<file path="src/rtl/dither_rgb_multimode.sv">
// Multi-mode colour-depth reducer: truncation, horizontal error diffusion or 4x4 Bayer
// dithering per channel, with a single registered output stage.
module dither_rgb_multimode #(
    parameter int          CH           = 3,
    parameter int          IN_W         = 8,
    parameter int          OUT_W        = 4,
    parameter logic [1:0]  MODE_DEFAULT = 2'd1
) (
    input  logic                 clk,
    input  logic                 rst,
    input  logic [1:0]           mode,
    input  logic                 sof,
    input  logic                 visible,
    input  logic [CH*IN_W-1:0]   pixel_in,
    output logic [CH*IN_W-1:0]   pixel_out,
    output logic                 out_valid
);

    localparam int D    = IN_W - OUT_W;
    localparam int W    = IN_W + 3;
    localparam int HALF = 1 << (D - 1);
    localparam int TSHL = (D >= 4) ? D - 4 : 0;
    localparam int TSHR = (D >= 4) ? 0 : 4 - D;

    localparam logic signed [W-1:0] MAX_IN   = W'((1 << IN_W) - 1);
    localparam logic signed [W-1:0] MAX_Q    = W'((1 << OUT_W) - 1);
    localparam logic signed [W-1:0] HALF_P   = W'(HALF);
    localparam logic signed [W-1:0] E_MAX    = W'(HALF - 1);
    localparam logic signed [W-1:0] E_MIN    = W'(-HALF);

    localparam logic [3:0] BAYER [16] = '{
        4'd0,  4'd8,  4'd2,  4'd10,
        4'd12, 4'd4,  4'd14, 4'd6,
        4'd3,  4'd11, 4'd1,  4'd9,
        4'd15, 4'd7,  4'd13, 4'd5
    };

    logic [1:0]           mode_q;
    logic [1:0]           x_q;
    logic [1:0]           y_q;
    logic [3:0]           bayer_b;
    logic [CH*IN_W-1:0]   pix_nx;

    assign bayer_b = BAYER[{y_q, x_q}];

    // out_valid doubles as the delayed visible used for line (falling edge) detection
    always_ff @(posedge clk) begin
        if (rst) begin
            mode_q    <= MODE_DEFAULT;
            x_q       <= '0;
            y_q       <= '0;
            pixel_out <= '0;
            out_valid <= 1'b0;
        end else begin
            if (sof)
                mode_q <= mode;
            x_q <= visible ? x_q + 2'd1 : 2'd0;
            if (sof)
                y_q <= '0;
            else if (out_valid && !visible)
                y_q <= y_q + 2'd1;
            pixel_out <= visible ? pix_nx : '0;
            out_valid <= visible;
        end
    end

    for (genvar c = 0; c < CH; c++) begin : g_ch
        logic [D:0]            err_q;
        logic signed [W-1:0]   in_v, e_v, sum_v, s_v, qe_v, en_v, t_v, qb_v;
        logic [OUT_W-1:0]      q_v;

        assign in_v = W'(pixel_in[c*IN_W +: IN_W]);
        assign e_v  = {{(W-D-1){err_q[D]}}, err_q};

        // Wide signed intermediates keep every sum and difference free of wrap-around
        always_comb begin
            sum_v = in_v + e_v;
            s_v   = sum_v;
            if (sum_v < 0)
                s_v = '0;
            else if (sum_v > MAX_IN)
                s_v = MAX_IN;

            qe_v = (s_v + HALF_P) >>> D;
            if (qe_v > MAX_Q)
                qe_v = MAX_Q;

            en_v = s_v - (qe_v <<< D);
            if (en_v > E_MAX)
                en_v = E_MAX;
            else if (en_v < E_MIN)
                en_v = E_MIN;

            t_v  = (W'(bayer_b) << TSHL) >> TSHR;
            qb_v = (in_v + t_v) >>> D;
            if (qb_v > MAX_Q)
                qb_v = MAX_Q;

            case (mode_q)
                2'd1:    q_v = qe_v[OUT_W-1:0];
                2'd2:    q_v = qb_v[OUT_W-1:0];
                default: q_v = in_v[IN_W-1:D];
            endcase
        end

        assign pix_nx[c*IN_W +: IN_W] = {q_v, {D{1'b0}}};

        always_ff @(posedge clk) begin
            if (rst || !visible || mode_q != 2'd1)
                err_q <= '0;
            else
                err_q <= en_v[D:0];
        end
    end

endmodule

</file>
<file path="config.mk">
export PLATFORM = sky130hd
export DESIGN_NAME = dither_rgb_multimode
export DESIGN_NICKNAME = d
export VERILOG_FILES = /design/src/rtl/dither_rgb_multimode.sv
export SDC_FILE = /design/constraint.sdc
export NUM_CORES = 1
export LEC_CHECK = 0
export ABC_CLOCK_PERIOD_IN_PS = 12800
export CORE_UTILIZATION = 50
export CTS_CLUSTER_SIZE = 8
export DETAILED_ROUTE_END_ITERATION = 8
export PLACE_DENSITY = 0.71
export SLEW_MARGIN = 20
export SYNTH_ARGS = -nofsm -noshare
export SYNTH_HDL_FRONTEND = slang
export SYNTH_SLANG_ARGS = --single-unit
</file>
<file path="constraint.sdc">
create_clock -name clk -period 12.8 [get_ports clk]
set_clock_uncertainty 0.2 [all_clocks]
set_input_delay 2.56 -clock clk [delete_from_list [all_inputs] [get_ports clk]]
set_output_delay 2.56 -clock clk [all_outputs]
set_load 0.1 [all_outputs]
</file>
==> impl.org, run 1 <==
** Status
- The flow ran to the end, but the final reports show violations.
- The checks that failed: DRC.

** Worst setup path
- Along the worst path, the maximum fanout reaches 11.
- Data on the critical path is required at its endpoint by 12.80 ns.
- STA puts the critical path data arrival time at 7.73 ns.
- The worst setup path is of the primary input to register kind.
- CP Capture Type :: register
- The worst setup path is launched from a primary input.

** Layout
- Signed area change from the synthesized netlist to the final layout :: 13.27%
- Commonest cells after routing, fill and taps aside :: 46 x nor2_1, 45 x ha_1, 44 x a21oi_1
- The repair_antennas step left the layout with diodes totalling 0.
- Commonest non-fill, non-tap cell in the layout :: nor2_1
- Number of fill cells in the layout :: 759
- At the end of the flow, the number of nets in the layout was 667.
- In the final layout, flip-flops and latches occupy 680.7 um^2.
- In the final layout, the multi-input gates occupy 3329 um^2.
- Ratio of cells with drive above 1 in the final layout :: under 10%

** Routing
- For this block, the initial DRC count from the detailed router was 280.
- Across all layers, the routed design uses 4217 vias.
- After detailed routing, the number of remaining DRC violations is 1.
- Post-DR wirelength/cell :: 16.81 um
- The detail route stage leaves a number of antenna-violating nets equal to 0.
- Total detailed-routing wirelength :: around 12 mm
- DR pass1 iterations :: 7
- Routed via count divided by cell count :: 6.085

** Synthesis
- For this run, the register share of the synthesized area comes to 16.08%.
- Post-Syn Area per Cell :: 7.726 um^2
- Cells after synthesis :: 548
- Number of synthesis warnings :: 0
- Synthesized area :: roughly 4200 um^2
- After synthesis, the share of flip-flops with an asynchronous set or reset is 0%.
- Number of synthesized flops with an enable pin :: 0
- Flop and latch count out of synthesis :: 34
- Among all flip-flop cells after synthesis, the most frequent one is dfxtp_1.
- The netlist uses 79 different library cells.

** Global routing
- Grt ovf :: 0
- Pin count of the biggest net entering global routing :: 15
- Tot GR Track Use :: 27.18%
- The number of antenna violations at the first check in global routing is 0.
- The number of global-route vias before repair was 3903.
- Global-route wire length before repair :: about 19 mm

** Die
- X dimension of the die :: 94.02 um
- Core area :: 8217 um^2
- The floorplan step defined a die boundary enclosing 8840 um^2.
- Number of primary I/O pins :: 55
- Initial Utilization :: between 50% and 60%
- The die is 94.02 um tall.
- The floorplan has 33 rows.

** Power and ir drop
- Max IR drop VDD :: 0.4235 mV
- Power spread over the standard cell area amounts to ~300 nW/um^2.
- Leakage component of the power :: 2.048 nW

** STA
- Tmin final :: 7.734 ns
- Crit share post-route :: 60.42%
- For the pin with the worst max-slew slack, the measured transition is 0.9857 ns.
- Slew HR :: between 30% and 40%
- Across all setup checks in the final design, the least slack found is 5.066 ns.
- Setup violations remaining at the end of the flow were counted as 0.
- Unrepaired setup endpoints after global routing :: false
- Hold timing on the final database bottoms out at a slack of 0.2747 ns.
- The total count of hold-check failures in the final report came to 0.
- The count of pins over their slew limit was 0.
- Final-layout setup total negative slack :: 0 ns
- Maximum clock rate :: 129.3 MHz

** Clocking
- Count of cells resized by post-cts repair :: 0
- The tree is rooted in a clkbuf_8.
- TritonCTS built the clock tree.
- CTS built an H-tree with a depth of 2.
- Number of buffers added for setup after CTS :: 0
- The longest clock path from root to sink contains 2 buffers.
- Post-cts hold buffer count :: 0
- Clock edge transition at the registers on the reported setup and hold paths :: 0.08 ns
- Buffers inserted during clock tree synthesis total 5.
- The clock net in this run drives a total of 34 sinks.
- At the later pin of the worst-skew pair, clock insertion delay measures 0.30 ns.

** Placed design
- Detailed placement ended at an HPWL of 9.030 mm.
- Last weighted congestion value of the routability-driven placer :: 0.9606
- Worst slack at placement :: just under 5 ns
- Port Buffers :: 42

** Run
- Maximum Capacitance Violations :: 0

** Worst hold path
- Path category of the worst min-delay check :: register to register
==> metal layers <==
layer / wire length (um) / global-route usage [%] / vias up
li1: - / - / 2097
met1: 5441 / 35.74 / 1974
met2: 5422 / 46.59 / 138
met3: 695 / 3.883 / 8
met4: 93 / 6.282 / 0
met5: 0 / 0 / -
==> per-stage QoR <==
step                instance area (um^2)  instances  util [%]  total power [mW]
floorplan                           4279        560         -             1.111
global placement                    4701        685     57.21             1.337
detailed placement                  4701        685     57.21             1.343
CTS                                 4796        693     58.37             1.438
global route                        4796        693     58.37             1.581
finish                              4796        693     58.37             1.462
==> critical path: stages <==
cell and delay (ns):
clkdlybuf4s50_1 0.49, ha_1 0.19, inv_1 0.06, fa_1 0.38
nand2b_1 0.17, a21oi_1 0.34, o22ai_2 0.17, xnor2_1 0.67
o21ai_0 0.32, inv_1 0.17, ha_1 0.26, nor2_1 0.07
nor2_1 0.24, inv_1 0.09, ha_1 0.32, inv_1 0.05
o311ai_1 0.47, mux2i_1 0.14, o31a_1 0.35, o211a_1 0.22
==> registers in the layout (all words and copies together) (netlist names) <==
signal      cells
mode_q          2
pixel_out      12
y_q             2
out_valid       1
g_ch.err_q     15
x_q             2
==> cells in the mapped netlist, drive strengths merged, types with 8 or more instances <==
library cell	count	area (um^2)
dfxtp	34	680.7
a21oi	44	220.2
a211oi	15	122.6
a31oi	11	83.83
nor2	46	172.7
nand2b	8	50.05
buf	14	100.1
nor2b	10	70.06
o21a	11	82.58
o21ai	38	197.7
a21o	11	82.58
nand2	36	135.1
nand3	17	85.08
o22ai	9	68.81
inv	36	135.1
ha	45	563.0
clkbuf	8	30.03
xor2	8	70.07
xnor2	23	209.0
nor3	10	55.05
==> where the power goes <==
| group | internal, mW | switching (mW) |
|---|---|---|
| registers | 0.129 | 0.0191 |
| logic | 0.472 | 0.754 |
| clock network | 0.0433 | 0.0453 |
| total | 0.644 | 0.818 |
==> path summary, 6_finish.rpt <==
kind                                         end  depth (start not counted)        startpoint  slack [ns]
worst max register to register  g_ch[0].err_q[4]                         19  g_ch[0].err_q[0]        7.49
worst min-delay path                      x_q[0]                          1            x_q[0]        0.27
worst max-delay path            g_ch[0].err_q[4]                         20       pixel_in[0]        5.07
worst min register to register            x_q[0]                          1            x_q[0]        0.27
==> cell type report <==
class                   instances  area share, %
clock buffers                   6          1.722
clock inverters                 2         0.2609
inverters                      37          2.896
multi-input cells             467          69.42
flip-flops and latches         34          14.19
well taps                     105          2.739
repair buffers                 42          8.766
==> cell families (layout without fill, tap and decap cells) <==
| logic type | Yosys count | after routing | share of synthesized area, % |
|---|---|---|---|
| AOI/OAI and AO/OA | 205 | 205 | 34.75 |
| xor gates and xnor gates | 31 | 31 | 6.590 |
| adders and majority gates | 50 | 50 | 15.66 |
| buffers and inverters | 59 | 87 | 6.353 |
| DFF | 34 | 34 | 16.08 |
| muxes | 6 | 6 | 1.478 |
| other | 2 | 14 | 0.1774 |
| and+or+nand+nor | 161 | 161 | 18.91 |
(Power assumes the default switching activity.)
==> inputs of run 2 (changes only) <==
--- a/config.mk
+++ b/config.mk
@@ -5,7 +5,7 @@
 export SDC_FILE = /design/constraint.sdc
 export NUM_CORES = 1
 export LEC_CHECK = 0
-export ABC_CLOCK_PERIOD_IN_PS = 12800
+export ABC_CLOCK_PERIOD_IN_PS = 7670
 export CORE_UTILIZATION = 50
 export CTS_CLUSTER_SIZE = 8
 export DETAILED_ROUTE_END_ITERATION = 8
==> constraint.sdc (replaced) <==
create_clock -name clk -period 7.67 [get_ports clk]
set_clock_uncertainty 0.2 [all_clocks]
set_input_delay 1.534 -clock clk [delete_from_list [all_inputs] [get_ports clk]]
set_output_delay 1.534 -clock clk [all_outputs]
set_load 0.1 [all_outputs]
==> run 2 against run 1 <==
Compared with the run above:
- hold slack worse by 0.0018 ns
- combinational power up 65%
- via count unchanged
- cell count up 0.14%
- total power up 66%
- clock power up 63%
- largest power group unchanged
- clock-buffer cell count unchanged
- sequential cell count unchanged
- the run now ends clean
==> impl.org, run 2 (synthesis results as in run 1) <==
** Worst setup path
- The data required time at the worst endpoint came to 7.63 ns (-5.17 ns).
- The worst setup path is launched from a primary input.
- The largest stage delay on the critical path was 0.60 ns (-0.07 ns).
- The worst setup path is of the primary input to register kind.
- Arrival time reported for the critical path endpoint :: 6.52 ns (-1.21 ns)
- The slowest stage of the critical path is the a211oi_1 cell.
- CP Capture Type :: register
- In this run the critical register-to-register path is captured at g_ch[2].err_q[1].
- Critical Path Fanout Max :: 9 (-2)
- Slack of the worst reg-to-reg path :: 2.47 ns (-5.02 ns)
- The worst register-to-register path begins at g_ch[2].err_q[4].
- Cells along the critical path :: clkdlybuf4s50_1, ha_1, inv_1, fa_1, nor2b_4, o31ai_1, a211o_1, nand3_1, a32oi_2, a211oi_1, nand2b_1, inv_1, ha_1, nor2b_1, a32o_2, nor3b_1, nand4_1, a2111oi_4, o22ai_1
- Worst r2r path cells :: 16 (-3)

** Clocking
- The CTS clock-pin slew for the worst setup and hold paths is 0.08 ns (about the same).
- Count of cells resized by post-cts repair :: 0 (unchanged)
- The CTS sink count came to 34 (unchanged).
- The number of clock buffers inserted by TritonCTS came to 5 (unchanged).
- Post-cts hold buffer count :: 0 (unchanged)
- Maximum level of the CTS H-tree :: 2 (unchanged)
- Clock Path Buffers :: 2 (unchanged)
- The count of buffers added by post-CTS timing repair for setup is 0 (unchanged).
- Worst skew pair latency :: 0.29 ns (about the same)
- The tree is rooted in a clkbuf_8.
- TritonCTS clock tree :: built

** Power and ir drop
- Leakage component of the power :: 2.054 nW (+0.26%)
- Overall Power :: 2.422 mW (+66%)
- Total power per unit cell area :: 504.2 nW/um^2 (+65%)
- Max IR drop VDD :: 0.5620 mV (+33%)

** Layout
- The final cell count without fillers is 694 (+0.14%).
- The flip-flop count of the largest register, all copies and words added was 15 (unchanged).
- Ratio of cells with drive above 1 in the final layout :: 6.112% (+0.16 points)
- Commonest non-fill, non-tap cell in the layout :: nor2_1
- The fill cell total of the finished layout is 791 (+4.2%).
- The largest registers in the layout are g_ch.err_q (15), pixel_out (12).
- Leaving out fill and tap cells, the most frequent cells in the layout are 46 x nor2_1, 45 x ha_1, 44 x a21oi_1.
- Signed area change from the synthesized netlist to the final layout :: 13.45%
- The number of diodes added for antenna fixing came to 0 (unchanged).
- The register with the most flip-flops in the final layout is g_ch.err_q.
- Net count reported at finish :: 668 (+0.15%)

** STA
- The total count of hold-check failures in the final report is 0 (unchanged).
- The routed design could run at a clock period as short as 6.562 ns.
- The headroom to the max-slew limit came to 33.55% (-0.53 points).
- Number of failing setup endpoints in the final timing report :: 0 (unchanged)
- The minimum setup slack in the final design came to 1.108 ns (-3.958 ns).
- Slew at the pin with the worst max-slew slack :: 0.9937 ns (+0.007966 ns)
- Hold_ws :: 0.2729 ns (-0.001849 ns)
- Final count of pins violating max slew :: 0 (unchanged)
- The worst path uses a little under nine tenths of the clock period.
- Setup repair after global routing left no endpoint under its margin.
- Final-layout setup total negative slack :: 0 ns (unchanged)
- Based on the critical path, the design can be clocked at up to ~150 MHz.

** Die
- The chip width came to 94.02 um (unchanged).
- The I/O pin count was 55 (unchanged).
- Count of standard-cell rows :: 33 (unchanged)
- Die H :: 94.02 um (unchanged)
- The core outline area was 8217 um^2 (unchanged).
- Area of the die :: 8840 um^2 (unchanged)
- The initial core utilization came to 51.53% (unchanged).

** Routing
- Routed via count divided by cell count :: 6.076 (-0.14%)
- The total via count after detailed routing was 4217 (unchanged).
- Total detailed-routing wirelength :: 11.40 mm (-2.2%)
- The number of antenna-violating nets in the routed design came to 0 (unchanged).
- The number of design rule violations left after detail routing came to 0 (-1).
- The number of DRC markers in iteration 0 is 173 (-38%).
- The number of optimization iterations in the first detailed-route pass was 5 (-2).
- The mean routed wirelength per cell is 16.42 um (-2.3%).

** Placed design
- Port Buffers :: 42 (unchanged)
- Placed Cells :: 686 (+0.15%)
- Last weighted congestion value of the routability-driven placer :: 0.9733 (+1.3%)
- Worst slack at placement :: 0.9155 ns (-3.959 ns)
- Post-detailed-placement half-perimeter wirelength :: 8.947 mm (-0.92%)

** Worst hold path
- The count of cells along the worst hold path is 1 (unchanged).
- Path category of the worst min-delay check :: register to register
- HP Start :: x_q[0]
- Hold worst-path end :: x_q[0]

** Global routing
- The total congestion overflow after global routing came to 0 (unchanged).
- Tot GR Track Use :: 26.50% (-0.68 points)
- The number of global-route vias before repair was 3904 (+0.026%).
- The pin count of the biggest net entering global routing came to 15 (unchanged).
- The wire length of the first global-routing pass was 18.48 mm (-1.8%).
- The number of antenna violations at the first check in global routing was 0 (unchanged).

** Status
- Outcome :: finished clean

** Run
- Maximum Capacitance Violations :: 0 (unchanged)
==> run 2: changes by cell type in the layout (fill, tap and decap cells not counted) <==
cell and change:
buf_4 +1
==> run 2: how the worst max path moves through the flow <==
| stage | startpoint | endpoint | slack, ns | cells after the start |
|---|---|---|---|---|
| 4_1_cts | pixel_in[16] | g_ch[2].err_q[1] | 1.20 | 19 |
| 5_1_grt | pixel_in[16] | g_ch[2].err_q[1] | 0.73 | 19 |
| 2_1_floorplan | pixel_in[16] | g_ch[2].err_q[0] | 1.91 | 22 |
| 3_5_place_dp | pixel_in[16] | g_ch[2].err_q[1] | 0.92 | 23 |
| 6_report | pixel_in[16] | g_ch[2].err_q[1] | 1.11 | 19 |
| 3_3_place_gp | pixel_in[0] | g_ch[0].err_q[4] | 0.92 | 21 |
==> run 2: power breakdown <==
part | leakage (nW) | internal [mW] | total, mW | switching (mW)
combinational | 1.73 | 0.791 | 2.03 | 1.24
sequential | 0.278 | 0.215 | 0.247 | 0.0317
clock | 0.0472 | 0.0723 | 0.144 | 0.0719
total | 2.05 | 1.08 | 2.42 | 1.34
==> run 2: critical path, delay by kind of cell <==
family	cells	cell delay (ns)
compound gates	7	2.08
simple gates	6	1.38
fa+ha+maj	3	0.90
buf+inv	3	0.61
==> run 2: per-layer routing <==
layer	share of wire, %	wire length, um	GRT usage [%]	vias up
met5	0	0	0	-
met4	1.0	114	5.513	0
met3	5.7	644	2.832	13
met2	46	5202	45.26	135
met1	48	5435	35.81	1961
li1	-	-	-	2108
==> run 2: stage by stage <==
stage	area (um^2)	utilization, %
2_1_floorplan	4279	-
3_3_place_gp	4708	57.30
3_5_place_dp	4708	57.30
4_1_cts	4803	58.46
5_1_grt	4803	58.46
6_report	4803	58.46
==> run 2: final cells by class <==
class	count	area (um^2)	area share, %
clock inverter	2	12.51	0.2605
multi-input combinational	467	3329	69.31
inverter	37	138.9	2.891
sequential	34	680.7	14.17
clock buffer	6	82.58	1.719
tap	105	131.4	2.735
timing repair buffer	43	427.9	8.909
==> inputs of run 3 (changes only) <==
--- a/config.mk
+++ b/config.mk
@@ -5,11 +5,12 @@
 export SDC_FILE = /design/constraint.sdc
 export NUM_CORES = 1
 export LEC_CHECK = 0
+export ABC_AREA = 0
 export ABC_CLOCK_PERIOD_IN_PS = 7670
-export CORE_UTILIZATION = 50
+export CORE_UTILIZATION = 55
 export CTS_CLUSTER_SIZE = 8
 export DETAILED_ROUTE_END_ITERATION = 8
-export PLACE_DENSITY = 0.71
+export PLACE_DENSITY = 0.78
 export SLEW_MARGIN = 20
 export SYNTH_ARGS = -nofsm -noshare
 export SYNTH_HDL_FRONTEND = slang
==> constraint.sdc (replaced) <==
create_clock -name clk -period 7.67 [get_ports clk]
set_clock_uncertainty 0.2 [all_clocks]
set_input_delay 0.767 -clock clk [delete_from_list [all_inputs] [get_ports clk]]
set_output_delay 0.767 -clock clk [all_outputs]
set_load 0.1 [all_outputs]
==> run 3 against run 2 <==
Compared with the run above:
- clock power up 44%
- critical path type unchanged
- cell count decreased by 1.0%
- register-to-register slack better by 0.04 ns
- via count increased by 1.5%
- largest power group unchanged
- non-clock buffer count is 1 lower
- utilization is 7.4 points higher
- final area is 0.57% higher
- sequential share of layout area fell by 0.081 points
- critical endpoint is now g_ch[0].err_q[4]
- critical path depth increased by 1
- maximum frequency rose by 13%
==> impl.org, run 3 (synthesis results as in run 1) <==
** Status
- Outcome :: finished clean

** Worst hold path
- The worst hold path belongs to the class register to register.
- The count of cells along the worst hold path was 1 (unchanged).

** Layout
- The total number of nets in the final design is 667 (-0.15%).
- Largest Register :: g_ch.err_q
- Number of diodes added for antenna fixing :: 0 (unchanged)
- Final cell utilization of the core :: 65.90% (+7.4 points)
- The library cell used most frequently in the layout, excluding fill and tap cells, is nor2_1.
- Top Registers :: g_ch.err_q (15), pixel_out (12)
- The fraction of final layout cells sized beyond drive strength 1 came to 5.952% (-0.16 points).
- Number of flip-flops in the largest register :: 15 (unchanged)
- Commonest cells after routing, fill and taps aside :: 46 x nor2_1, 45 x ha_1, 44 x a21oi_1
- From synthesis to final layout, the design area changed by 14.10%.

** STA
- Slew at the pin with the worst max-slew slack :: 1.014 ns (+0.02034 ns)
- The total count of hold-check failures in the final report is 0 (unchanged).
- The share of the clock period used by the worst path after layout was 75.43% (-10 points).
- Unrepaired setup endpoints after global routing :: false
- Slew HR :: 32.19% (-1.4 points)
- Maximum clock rate :: 172.9 MHz (+13%)
- Final-layout setup total negative slack :: 0 ns (unchanged)
- The time the final worst path needs with I/O delays and setup is 5.785 ns (-0.7766 ns).
- Final count of pins violating max slew :: 0 (unchanged)
- The number of failing setup endpoints in the final timing report is 0 (unchanged).

** Routing
- Routed via count divided by cell count :: 6.230 (+2.5%)
- The number of DRC markers in iteration 0 is 256 (+48%).
- The number of antenna-violating nets in the routed design was 0 (unchanged).
- Post-DR wirelength/cell :: 16.47 um (+0.33%)
- The total via count after detailed routing is 4280 (+1.5%).
- The number of optimization iterations in the first detailed-route pass came to 4 (-1).
- Total detailed-routing wirelength :: 11.32 mm (-0.68%)
- DRC errors left :: 0 (unchanged)

** Global routing
- Global-route wire length before repair :: 19.33 mm (+4.6%)
- Tot GR Track Use :: 28.72% (+2.2 points)
- The pin count of the biggest net entering global routing came to 15 (unchanged).
- The number of global-route vias before repair is 3974 (+1.8%).
- Initial antenna violation count :: 0 (unchanged)
- Grt ovf :: 0 (unchanged)

** Clocking
- The number of clock buffers inserted by TritonCTS is 5 (unchanged).
- Worst skew pair latency :: 0.29 ns (about the same)
- TritonCTS built the clock tree.
- The CTS clock-pin slew for the worst setup and hold paths came to 0.08 ns (about the same).
- The post-CTS resize count was 0 (unchanged).
- Count of clock tree sinks :: 34 (unchanged)
- The H-tree depth was 2 (unchanged).
- Clock Path Buffers :: 2 (unchanged)
- In this run the clock root is driven by a clkbuf_8.
- The cts-stage hold buffer count came to 0 (unchanged).
- Number of buffers added for setup after CTS :: 0 (unchanged)

** Die
- The chip width came to 89.74 um (-4.6%).
- Initial Utilization :: 57.76% (+6.2 points)
- Die H :: 89.74 um (-4.6%)
- Core area :: 7331 um^2 (-11%)
- The I/O pin count came to 55 (unchanged).
- Count of standard-cell rows :: 31 (-6.1%)
- The floorplan die area is 8053 um^2 (-8.9%).

** Worst setup path
- Worst r2r path cells :: 16 (unchanged)
- Cells along the critical path :: clkdlybuf4s50_1, ha_1, inv_1, fa_1, nand2b_1, a21oi_1, o22ai_2, xnor2_1, o21ai_0, inv_1, ha_1, nor2_1, nor2_1, inv_1, ha_1, inv_1, o311ai_1, mux2i_1, o31a_1, o211a_1
- Critical Path Fanout Max :: 11 (+2)
- Worst setup path endpoint :: g_ch[0].err_q[4]
- Slowest stage cell, crit path :: xnor2_1
- Crit path launch :: pixel_in[0]
- The arrival time at the worst endpoint came to 5.77 ns (-0.75 ns).
- Type of the worst setup path :: primary input to register
- CP Capture Type :: register
- The largest stage delay on the critical path is 0.61 ns (about the same).
- The data required time at the worst endpoint is 7.66 ns (+0.03 ns).
- Dominant cell type by count on the critical path :: inv_1
- Reg2Reg Capture Point :: g_ch[2].err_q[0]
- Nature of the critical path startpoint :: primary input
- The worst register-to-register path begins at g_ch[2].err_q[4].
- Slack of the worst reg-to-reg path :: 2.51 ns (+0.04 ns)

** Placed design
- The placed wire-length estimate after detailed placement was 8.887 mm (-0.67%).
- The count of input and output buffers came to 42 (unchanged).
- The final weighted congestion in routability-driven placement came to 1.042 (+7.1%).

** Power and ir drop
- The power per unit of standard cell area was 513.4 nW/um^2 (+1.8%).
- Leakage component of the power :: 2.070 nW (+0.77%)
- Max IR drop VDD :: 0.2986 mV (-47%)

** Run
- Maximum Capacitance Violations :: 0 (unchanged)
## run 3: cell count changes in the layout (fill, tap and decap cells not counted), sizes merged
cell,before,now
buf,1,0
bufinv,0,2
clkbuf,6,5
clkinvlp,1,0
## run 3: area by class of cell
class	count	area, um^2
Clock buffer	5	68.82
Clock inverter	3	68.82
Fill cell	653	2500
Inverter	37	138.9
Multi-Input combinational cell	467	3329
Sequential cell	34	680.7
Tap cell	99	123.9
Timing Repair Buffer	42	420.4
## run 3: metal layers
layer / vias to the layer above / wire length [um] / track usage (%)
met5: - / 0 / 0
met4: 0 / 199 / 7.377
met3: 19 / 590 / 3.299
met2: 140 / 5165 / 47.76
met1: 2019 / 5363 / 39.32
li1: 2102 / - / -
## run 3: worst min-delay path by stage
stage	from	to
6_report	x_q[0]	x_q[0]
4_1_cts	x_q[0]	x_q[0]
2_1_floorplan	x_q[0]	x_q[0]
3_5_place_dp	x_q[0]	x_q[0]
5_1_grt	x_q[0]	x_q[0]
3_3_place_gp	x_q[0]	x_q[0]
## run 3: power breakdown
part / leakage (nW) / total, mW / switching (mW) / internal (mW)
clock: 0.0683 / 0.207 / 0.0763 / 0.130
sequential: 0.278 / 0.248 / 0.0325 / 0.215
combinational: 1.72 / 2.03 / 1.24 / 0.786
total: 2.07 / 2.48 / 1.35 / 1.13
## run 3: critical path, delay by kind of cell
kind | cells | cell delay [ns]
adder cells (fa/ha/maj) | 4 | 1.14
AO/OA/AOI/OAI | 6 | 1.80
multiplexers | 1 | 0.15
buffers and inverters | 5 | 0.82
AND/OR/NAND/NOR | 3 | 0.48
XOR/XNOR | 1 | 0.61
## run 3: stage by stage
stage               setup slack, ns  power [mW]  cells  area (um^2)  hold WS, ns
floorplan                     2.681       1.854    560         4279       0.2352
global placement              1.815       2.206    679         4693       0.2472
detailed placement            1.635       2.228    679         4693       0.2599
CTS                           1.943       2.443    687         4831       0.2787
global route                  1.483       2.693    687         4831       0.2968
finish                        1.885       2.480    687         4831       0.2741
